===== src/rtl/alu_result_buffer_if.sv =====
// -----------------------------------------------------------------------------
// alu_result_buffer_if
// Purpose : bundles the producer-side and consumer-side handshakes of the ALU
//           result buffer so the buffer and its neighbours connect by one port.
// Signals :
//   in_valid      producer has a result this cycle
//   in_ready      buffer can accept a result
//   resultado     selected 32-bit ALU result
//   f_op          opcode {f3,f2,f1,f0}; f_op[2]=1 arithmetic, 0 boolean
//   c_out         adder carry out
//   overflow      adder signed overflow
//   out_valid     head entry available
//   out_ready     consumer accepts the head entry
//   out_resultado head result
//   out_op        head opcode
//   out_flags     head flags {C,Z,N,V}
//   count         current occupancy
// Modports: master = producer/consumer side (drives in_*, out_ready),
//           slave  = the buffer itself.
// -----------------------------------------------------------------------------
interface alu_result_buffer_if #(
   parameter int CW = 3
);
   logic          in_valid;
   logic          in_ready;
   logic [31:0]   resultado;
   logic [3:0]    f_op;
   logic          c_out;
   logic          overflow;
   logic          out_valid;
   logic          out_ready;
   logic [31:0]   out_resultado;
   logic [3:0]    out_op;
   logic [3:0]    out_flags;
   logic [CW-1:0] count;

   modport master (
      output in_valid, resultado, f_op, c_out, overflow, out_ready,
      input  in_ready, out_valid, out_resultado, out_op, out_flags, count
   );

   modport slave (
      input  in_valid, resultado, f_op, c_out, overflow, out_ready,
      output in_ready, out_valid, out_resultado, out_op, out_flags, count
   );
endinterface


===== src/rtl/alu_result_buffer.sv =====
// -----------------------------------------------------------------------------
// alu_result_buffer
// Purpose : registered output stage behind the ALU result multiplexer. Each
//           accepted result is stored with its opcode and a locally formed
//           flag nibble {C,Z,N,V} in a DEPTH-entry FIFO and handed to the
//           register-file writeback over a valid/ready handshake.
// Ports   :
//   clk        system clock, rising edge
//   rst_n      asynchronous active-low reset
//   bus        alu_result_buffer_if.slave (see interface header)
//   clr_sticky (ALU_STICKY_OVF_EN only) clear request for sticky_ovf
//   sticky_ovf (ALU_STICKY_OVF_EN only) set by any accepted push with V=1
// Parameters: DEPTH (power of two, >= 2), CW = log2(DEPTH)+1.
// Optional feature macro: ALU_STICKY_OVF_EN.
// -----------------------------------------------------------------------------
module alu_result_buffer #(
   parameter int DEPTH = 4,
   parameter int CW    = $clog2(DEPTH) + 1
) (
   input  logic                 clk,
   input  logic                 rst_n,
   alu_result_buffer_if.slave   bus
`ifdef ALU_STICKY_OVF_EN
   ,
   input  logic                 clr_sticky,
   output logic                 sticky_ovf
`endif
);

   localparam int AW = $clog2(DEPTH);

   logic [31:0]   res_mem [DEPTH];
   logic [3:0]    op_mem  [DEPTH];
   logic [3:0]    flg_mem [DEPTH];

   logic [AW-1:0] wr_ptr_q, wr_ptr_d;
   logic [AW-1:0] rd_ptr_q, rd_ptr_d;
   logic [CW-1:0] count_q,  count_d;

   logic          full;
   logic          empty;
   logic          push;
   logic          pop;
   logic [3:0]    flag_in;

   // Handshake: a transfer happens on a rising edge where valid & ready are
   // both high. in_ready depends only on the registered count (never on
   // out_ready), so a full buffer refuses a push even in a cycle that pops.
   assign full  = (count_q == CW'(DEPTH));
   assign empty = (count_q == '0);
   assign push  = bus.in_valid & ~full;
   assign pop   = ~empty & bus.out_ready;

   // Z and N come from the result itself; C and V are meaningless for
   // boolean operations, so they are masked by the arithmetic bit f_op[2].
   assign flag_in = {bus.c_out & bus.f_op[2],
                     (bus.resultado == 32'd0),
                     bus.resultado[31],
                     bus.overflow & bus.f_op[2]};

   always_comb begin
      wr_ptr_d = wr_ptr_q;
      rd_ptr_d = rd_ptr_q;
      count_d  = count_q;
      if (push) wr_ptr_d = wr_ptr_q + AW'(1);
      if (pop)  rd_ptr_d = rd_ptr_q + AW'(1);
      unique case ({push, pop})
         2'b10:   count_d = count_q + CW'(1);
         2'b01:   count_d = count_q - CW'(1);
         default: count_d = count_q;
      endcase
   end

   always_ff @(posedge clk or negedge rst_n) begin
      if (!rst_n) begin
         wr_ptr_q <= '0;
         rd_ptr_q <= '0;
         count_q  <= '0;
      end else begin
         wr_ptr_q <= wr_ptr_d;
         rd_ptr_q <= rd_ptr_d;
         count_q  <= count_d;
      end
   end

   // Storage carries no reset; entries are only observable while counted.
   always_ff @(posedge clk) begin
      if (push) begin
         res_mem[wr_ptr_q] <= bus.resultado;
         op_mem[wr_ptr_q]  <= bus.f_op;
         flg_mem[wr_ptr_q] <= flag_in;
      end
   end

   assign bus.in_ready      = ~full;
   assign bus.out_valid     = ~empty;
   assign bus.count         = count_q;
   // Head is forced to zero when empty so stale storage never leaks out.
   assign bus.out_resultado = empty ? 32'd0 : res_mem[rd_ptr_q];
   assign bus.out_op        = empty ? 4'd0  : op_mem[rd_ptr_q];
   assign bus.out_flags     = empty ? 4'd0  : flg_mem[rd_ptr_q];

`ifdef ALU_STICKY_OVF_EN
   logic sticky_q, sticky_d;

   // A set and a clear in the same cycle resolve to set.
   always_comb begin
      sticky_d = sticky_q;
      if (clr_sticky)          sticky_d = 1'b0;
      if (push && flag_in[0])  sticky_d = 1'b1;
   end

   always_ff @(posedge clk or negedge rst_n) begin
      if (!rst_n) sticky_q <= 1'b0;
      else        sticky_q <= sticky_d;
   end

   assign sticky_ovf = sticky_q;
`endif

endmodule


===== src/flat_wrapper.sv =====
// flat-port wrapper written by rule: the top's interface ports become plain ports
module alu_result_buffer_flat 
#(
   parameter int DEPTH = 4,
   parameter int CW    = $clog2(DEPTH) + 1
)
  (clk, rst_n, bus_in_valid, bus_resultado, bus_f_op, bus_c_out, bus_overflow, bus_out_ready, bus_in_ready, bus_out_valid, bus_out_resultado, bus_out_op, bus_out_flags, bus_count);
  alu_result_buffer_if #(.CW(CW)) bus_i ();
  input  logic clk;
  input  logic rst_n;
  input wire logic [$bits(bus_i.in_valid)-1:0] bus_in_valid;
  input wire logic [$bits(bus_i.resultado)-1:0] bus_resultado;
  input wire logic [$bits(bus_i.f_op)-1:0] bus_f_op;
  input wire logic [$bits(bus_i.c_out)-1:0] bus_c_out;
  input wire logic [$bits(bus_i.overflow)-1:0] bus_overflow;
  input wire logic [$bits(bus_i.out_ready)-1:0] bus_out_ready;
  output wire logic [$bits(bus_i.in_ready)-1:0] bus_in_ready;
  output wire logic [$bits(bus_i.out_valid)-1:0] bus_out_valid;
  output wire logic [$bits(bus_i.out_resultado)-1:0] bus_out_resultado;
  output wire logic [$bits(bus_i.out_op)-1:0] bus_out_op;
  output wire logic [$bits(bus_i.out_flags)-1:0] bus_out_flags;
  output wire logic [$bits(bus_i.count)-1:0] bus_count;
  assign bus_i.in_valid = bus_in_valid;
  assign bus_i.resultado = bus_resultado;
  assign bus_i.f_op = bus_f_op;
  assign bus_i.c_out = bus_c_out;
  assign bus_i.overflow = bus_overflow;
  assign bus_i.out_ready = bus_out_ready;
  assign bus_in_ready = bus_i.in_ready;
  assign bus_out_valid = bus_i.out_valid;
  assign bus_out_resultado = bus_i.out_resultado;
  assign bus_out_op = bus_i.out_op;
  assign bus_out_flags = bus_i.out_flags;
  assign bus_count = bus_i.count;
  alu_result_buffer #(.DEPTH(DEPTH), .CW(CW)) u_core (.clk(clk), .rst_n(rst_n), .bus(bus_i));
endmodule

===== config.mk =====
export PLATFORM = sky130hd
export DESIGN_NAME = alu_result_buffer_flat
export DESIGN_NICKNAME = d
export VERILOG_FILES = /design/src/rtl/alu_result_buffer_if.sv /design/src/rtl/alu_result_buffer.sv /design/src/flat_wrapper.sv
export SDC_FILE = /design/constraint.sdc
export NUM_CORES = 1
export LEC_CHECK = 0
export BUFFER_PORTS_ARGS = -buffer_cell sky130_fd_sc_hd__buf_2
export CAP_MARGIN = 20
export CORE_AREA = 4 4 129 131
export DETAILED_ROUTE_END_ITERATION = 12
export DIE_AREA = 0 0 133 135
export GPL_TIMING_DRIVEN = 0
export PLACE_DENSITY = 0.62
export RECOVER_POWER = 50
export REMOVE_ABC_BUFFERS = 1
export SLEW_MARGIN = 20
export SYNTH_ARGS = -nofsm -noshare
export SYNTH_HDL_FRONTEND = slang
export SYNTH_SLANG_ARGS = --single-unit
export TNS_END_PERCENT = 1

===== constraint.sdc =====
create_clock -name clk -period 6.5 [get_ports clk]
set_input_delay 1.3 -clock clk [delete_from_list [all_inputs] [get_ports clk]]
set_output_delay 1.3 -clock clk [all_outputs]
set_load 0.03 [all_outputs]

## Word level (Yosys, flattened, before mapping)

Memories as Yosys holds them, arrays and structs flattened.
Cells that the tools add are included.

| cells by class | value |
|---|---|
| add/sub/neg operators | 4 |
| muxes and demuxes | 6 |
| equal/unequal tests | 3 |
| bitwise gates (word level) | 6 |
| reduce and logical (&&, ||, !) cells | 3 |

Operator list:

| operator | count |
|---|---|
| 32-bit logical NOT | 1 |
| 32-bit 2-to-1 mux | 1 |
| 4-bit 2-to-1 mux | 2 |
| 3-bit case mux with 2 select lines | 1 |
| 2-bit by 1-bit adder with 2-bit output, second input constant | 2 |
| 1-bit bitwise AND | 4 |
| 3-bit by 1-bit adder with 3-bit output, second input constant | 1 |
| 3-bit == test, second input constant | 1 |
| 3-bit logical NOT | 1 |
| 3-bit by 1-bit subtractor with 3-bit output, second input constant | 1 |
| 2-bit by 1-bit == test with 1-bit output, second input constant | 1 |
| 2-bit == test, second input constant | 1 |
| 1-bit 2-to-1 mux | 2 |
| 1-bit NOT | 2 |
| 2-bit nonzero test | 1 |

| storage, ports and cells | value |
|---|---|
| register bits after elaboration | 7 |
| bits in writable memories | 160 |
| memories kept | 3 |
| output and inout bits | 45 |
| logic and storage cells | 28 |
| input bits | 42 |

Memories:

| name | words | bits a word | read ports | clocked after Yosys merged registers in | wr ports | RTL line | text |
|---|---|---|---|---|---|---|---|
| u_core.res_mem | 4 | 32 | 1 | 0 | 1 | alu_result_buffer.sv:32 | `logic [31:0] res_mem [DEPTH];` |
| u_core.flg_mem | 4 | 4 | 1 | 0 | 1 | alu_result_buffer.sv:34 | `logic [3:0] flg_mem [DEPTH];` |
| u_core.op_mem | 4 | 4 | 1 | 0 | 1 | alu_result_buffer.sv:33 | `logic [3:0] op_mem [DEPTH];` |

## Longest topological paths before layout

| logic depth | value |
|---|---|
| word-level depth | 5 |
| depth in mapped cells | 9 |

## Worst setup path after synthesis

OpenSTA, ideal clock, no wires.

| timing | value |
|---|---|
| path kind | register to output |
| start | reg u_core.count_q[0], in the netlist u_core.bus.count[0] |
| end | out bus_out_resultado[31] |
| data required time | 5.200 ns |
| arrival | 1.615 ns |
| setup slack | 3.585 ns |
| buffers on the path | 2 |
| stages on the path, launching flop included | 5 |
| cells stage by stage | dfrtp_1 or3_1 clkbuf_1 and2_1 buf_4 |

| on the way | value |
|---|---|
| word-level cells in the longest chain between the ends | 2 |

Ends and longest elaborated chain:

| element | RTL line | text |
|---|---|---|
| start, declared | alu_result_buffer.sv:38 | `logic [CW-1:0] count_q, count_d;` |
| start signal, assigned | alu_result_buffer.sv:82 | `count_q <= count_d;` |
| 3-bit logical NOT | alu_result_buffer.sv:50 | `assign empty = (count_q == '0);` |
| 32-bit 2-to-1 mux | alu_result_buffer.sv:99 | `assign bus.out_resultado = empty ? 32'd0 : res_mem[rd_ptr_q];` |
| end, declared | flat_wrapper.sv:19 | `output wire logic [$bits(bus_i.out_resultado)-1:0] bus_out_resultado;` |

No other way between the ends.

## Worst setup path after layout

| timing | value |
|---|---|
| start | reg u_core.count_q[0], in the netlist u_core.bus.count[0] |
| end | out bus_out_flags[1] |

| on the way | value |
|---|---|
| word-level cells in the longest chain between the ends | 2 |

Ends and longest elaborated chain:

| element | RTL line | text |
|---|---|---|
| 3-bit logical NOT | alu_result_buffer.sv:50 |  |
| 4-bit 2-to-1 mux | alu_result_buffer.sv:101 | `assign bus.out_flags = empty ? 4'd0 : flg_mem[rd_ptr_q];` |
| end, declared | flat_wrapper.sv:21 | `output wire logic [$bits(bus_i.out_flags)-1:0] bus_out_flags;` |

No other way between the ends.

==> run summary <==
FMAX - 0.2829 GHz
R2R depth - 2
Slew @ Worst Pin - 2.146 ns
Unrepaired setup endpoints after global routing - false
Fillcell total - 1,303
Clock tree sinks - 163
1st-iter DRT viols - 146
Core region area - 0.01560 sq mm
Synth Instances - 299
Worst VDD drop - 0.0003710 V
Clock skew - 0.01022 ns
Clk pwr share - 0.230
Synth Register Bits - 163
Number of max-cap violations - 2
Largest net degree at the start of global routing - 40
Ant diodes - 0
Synth area leaders - edfxtp_1 (73%), mux4_2 (14%), and2_1 (4.1%)
Layout cells sized above 1 - 0.2948
Buffers on Ports - 86
DR WL/cell - 18.87 um
Post-CTS setup buffers - 0
Die area - 0.01796 sq mm
Initial antenna violation count - 0
Worst hold-check path type - register to register
Initial Utilization - 0.4110
Cell taking the most area after synthesis - edfxtp_1
Inserted Clock Buffers - 17
Crit start category - register
Ys async rst share - 0.04294
DIE WIDTH - 133 um
CTS tree - done
Nets - 442
Sequential area share after synthesis - 0.7581
Logic pwr share - 0.385
Post-layout min period - 3.535 ns
I/O pin total - 87
Failing checks - capacitance limit, slew limit
GR Overflow Total - 0
Hold Path Depth - 1
Switch share - 0.3560
CTS root buffer - clkbuf_16
Seq pwr share - 0.385
H-tree depth - 4
Yosys warnings - 0
Power Dens Cells - 514.0 mW/mm^2
Vias - 3,094
Final setup fails - 0
Tot Pwr - 3.899 mW
Post-DP HPWL - 7.071 mm
Detail Route Antenna Nets - 0
Std-Cell Rows - 46
Period utilization - 0.5438
CP required - 5.20 ns
Status - finished, violations left
NetSw - 1.388 mW
Most common cell after layout, fill and taps aside - edfxtp_1
Post-synth top area share - 0.7308
Crit end category - primary output
Setup TNS - 0 ns
First-pass GRT wire length - 18.50 mm
Internal power - 2.511 mW
Number of synthesized flops with an enable pin - 156
Number of global-route vias before repair - 3,365
Most common flop cell mapped by yosys - edfxtp_1
Drt pass-1 iters - 4
Crit-path max FO - 25
Via density - 4.966
Slew Viols, Final - 80
DRC - 0
Clock Path Buffers - 2
Most frequent cells in the layout - edfxtp_1 (156), buf_2 (48), clkbuf_1 (42)
Synthesized area per cell - 21.44 sq um
Clock latency on the worst-skew pair - 0.42 ns
CTS clk-pin slew, worst paths - 0.06 ns
Fin. Hold Viols - 0
Number of hold buffers added after cts - 0
Post-CTS Resized - 0
Rel. slew slack - -0.4309
Synthesized cell area - 0.006410 sq mm
Synth cell types - 25
GR Util All Layers - 0.1393
Gpl congestion - 0.6759
CP Class - register to primary output
Chip Height - 135 um
Area delta synth->final - 18.33%
Final wirelength - 11.75 mm
Data arrival, critical path - 2.23 ns
Leakage Power - 2.531 nW
cell families after synthesis:
| group | synth area share |
|---|---|
| AOI/OAI and AO/OA | 0.0007800 |
| xor gates and xnor gates | 0.008200 |
| DFF | 0.7581 |
| buffers and inverters | 0.01854 |
| muxes | 0.1394 |
| and+or+nand+nor | 0.06207 |
| adders and majority gates | 0.01288 |
synth_stat cells (2+ instances only):
library cell,instances
mux4_2,39
nand4_1,2
buf_1,2
ha_1,5
buf_6,5
and2_1,42
clkbuf_1,4
xnor2_1,3
dfrtp_1,7
buf_2,2
nor2_1,2
and3_2,4
nor4_1,8
inv_1,6
xor2_1,3
edfxtp_1,156
worst paths after layout:
kind,from,endpoint,slack (ns)
max,u_core.bus.count[0]$_DFFE_PN0P_,bus_out_flags[1],2.97
min,u_core.bus.count[2]$_DFFE_PN0P_,u_core.bus.count[2]$_DFFE_PN0P_,0.51
max reg2reg,u_core.bus.count[2]$_DFFE_PN0P_,u_core.flg_mem[2][2]$_DFFE_PP_,3.76
min reg2reg,u_core.bus.count[2]$_DFFE_PN0P_,u_core.bus.count[2]$_DFFE_PN0P_,0.51
max in group asynchronous,rst_n,u_core.rd_ptr_q[0]$_DFFE_PN0P_,5.41
min in group asynchronous,rst_n,u_core.wr_ptr_q[0]$_DFFE_PN0P_,0.77
flip-flops by register name, indices dropped and copies added, names as in the netlist:
register / cells
u_core.res_mem: 124
u_core.op_mem: 16
u_core.wr_ptr_q: 2
u_core.rd_ptr_q: 2
u_core.bus.count: 3
u_core.flg_mem: 16
through the flow:
| stage | util | cell area, sq um | hold slack, ns | cells | worst slack (ns) |
|---|---|---|---|---|---|
| after floorplan | - | 6314 | 0.5348 | 285 | 2.522 |
| after global placement | 0.4497 | 7014 | 0.4841 | 587 | 1.766 |
| after detailed placement | 0.4549 | 7096 | 0.5040 | 590 | 3.362 |
| after global routing | 0.4863 | 7585 | 0.5357 | 623 | 2.847 |
| after CTS | 0.4888 | 7624 | 0.5169 | 622 | 2.908 |
| final | 0.4863 | 7585 | 0.5134 | 623 | 2.965 |
critical path: stages (launching register included):
cell,delay [ns]
dfrtp_1,0.42
or3_1,0.73
buf_16,0.31
and2_1,0.17
buf_2,0.18
power by group through the flow:
stage | registers, mW | logic (mW) | clock network [mW]
final | 1.50 | 1.50 | 0.897
after global routing | 1.52 | 1.62 | 0.962
after CTS | 1.50 | 1.55 | 0.917
after detailed placement | 1.53 | 1.55 | 0
after global placement | 1.60 | 1.42 | 0
after floorplan | 1.56 | 1.01 | 0
layer usage:
| layer | routed length [um] | GRT usage | vias up |
|---|---|---|---|
| met1 | 5033 | 0.1690 | 1595 |
| met4 | 172 | 0.05543 | 0 |
| met5 | 0 | 0 | - |
| met3 | 613 | 0.04285 | 16 |
| met2 | 5935 | 0.2345 | 86 |
| li1 | - | - | 1397 |
area by class of cell:
| class | count | area (sq um) | area share |
|---|---|---|---|
| sequential | 163 | 4865 | 0.6414 |
| inverter | 6 | 22.52 | 0.002969 |
| clock buffer | 21 | 440.4 | 0.05807 |
| timing repair buffer | 90 | 478.0 | 0.06302 |
| tap | 216 | 270.3 | 0.03563 |
| clock inverter | 11 | 87.58 | 0.01155 |
| multi-input combinational | 116 | 1421 | 0.1874 |
No activity file was read; power rests on OpenSTA's default activity.
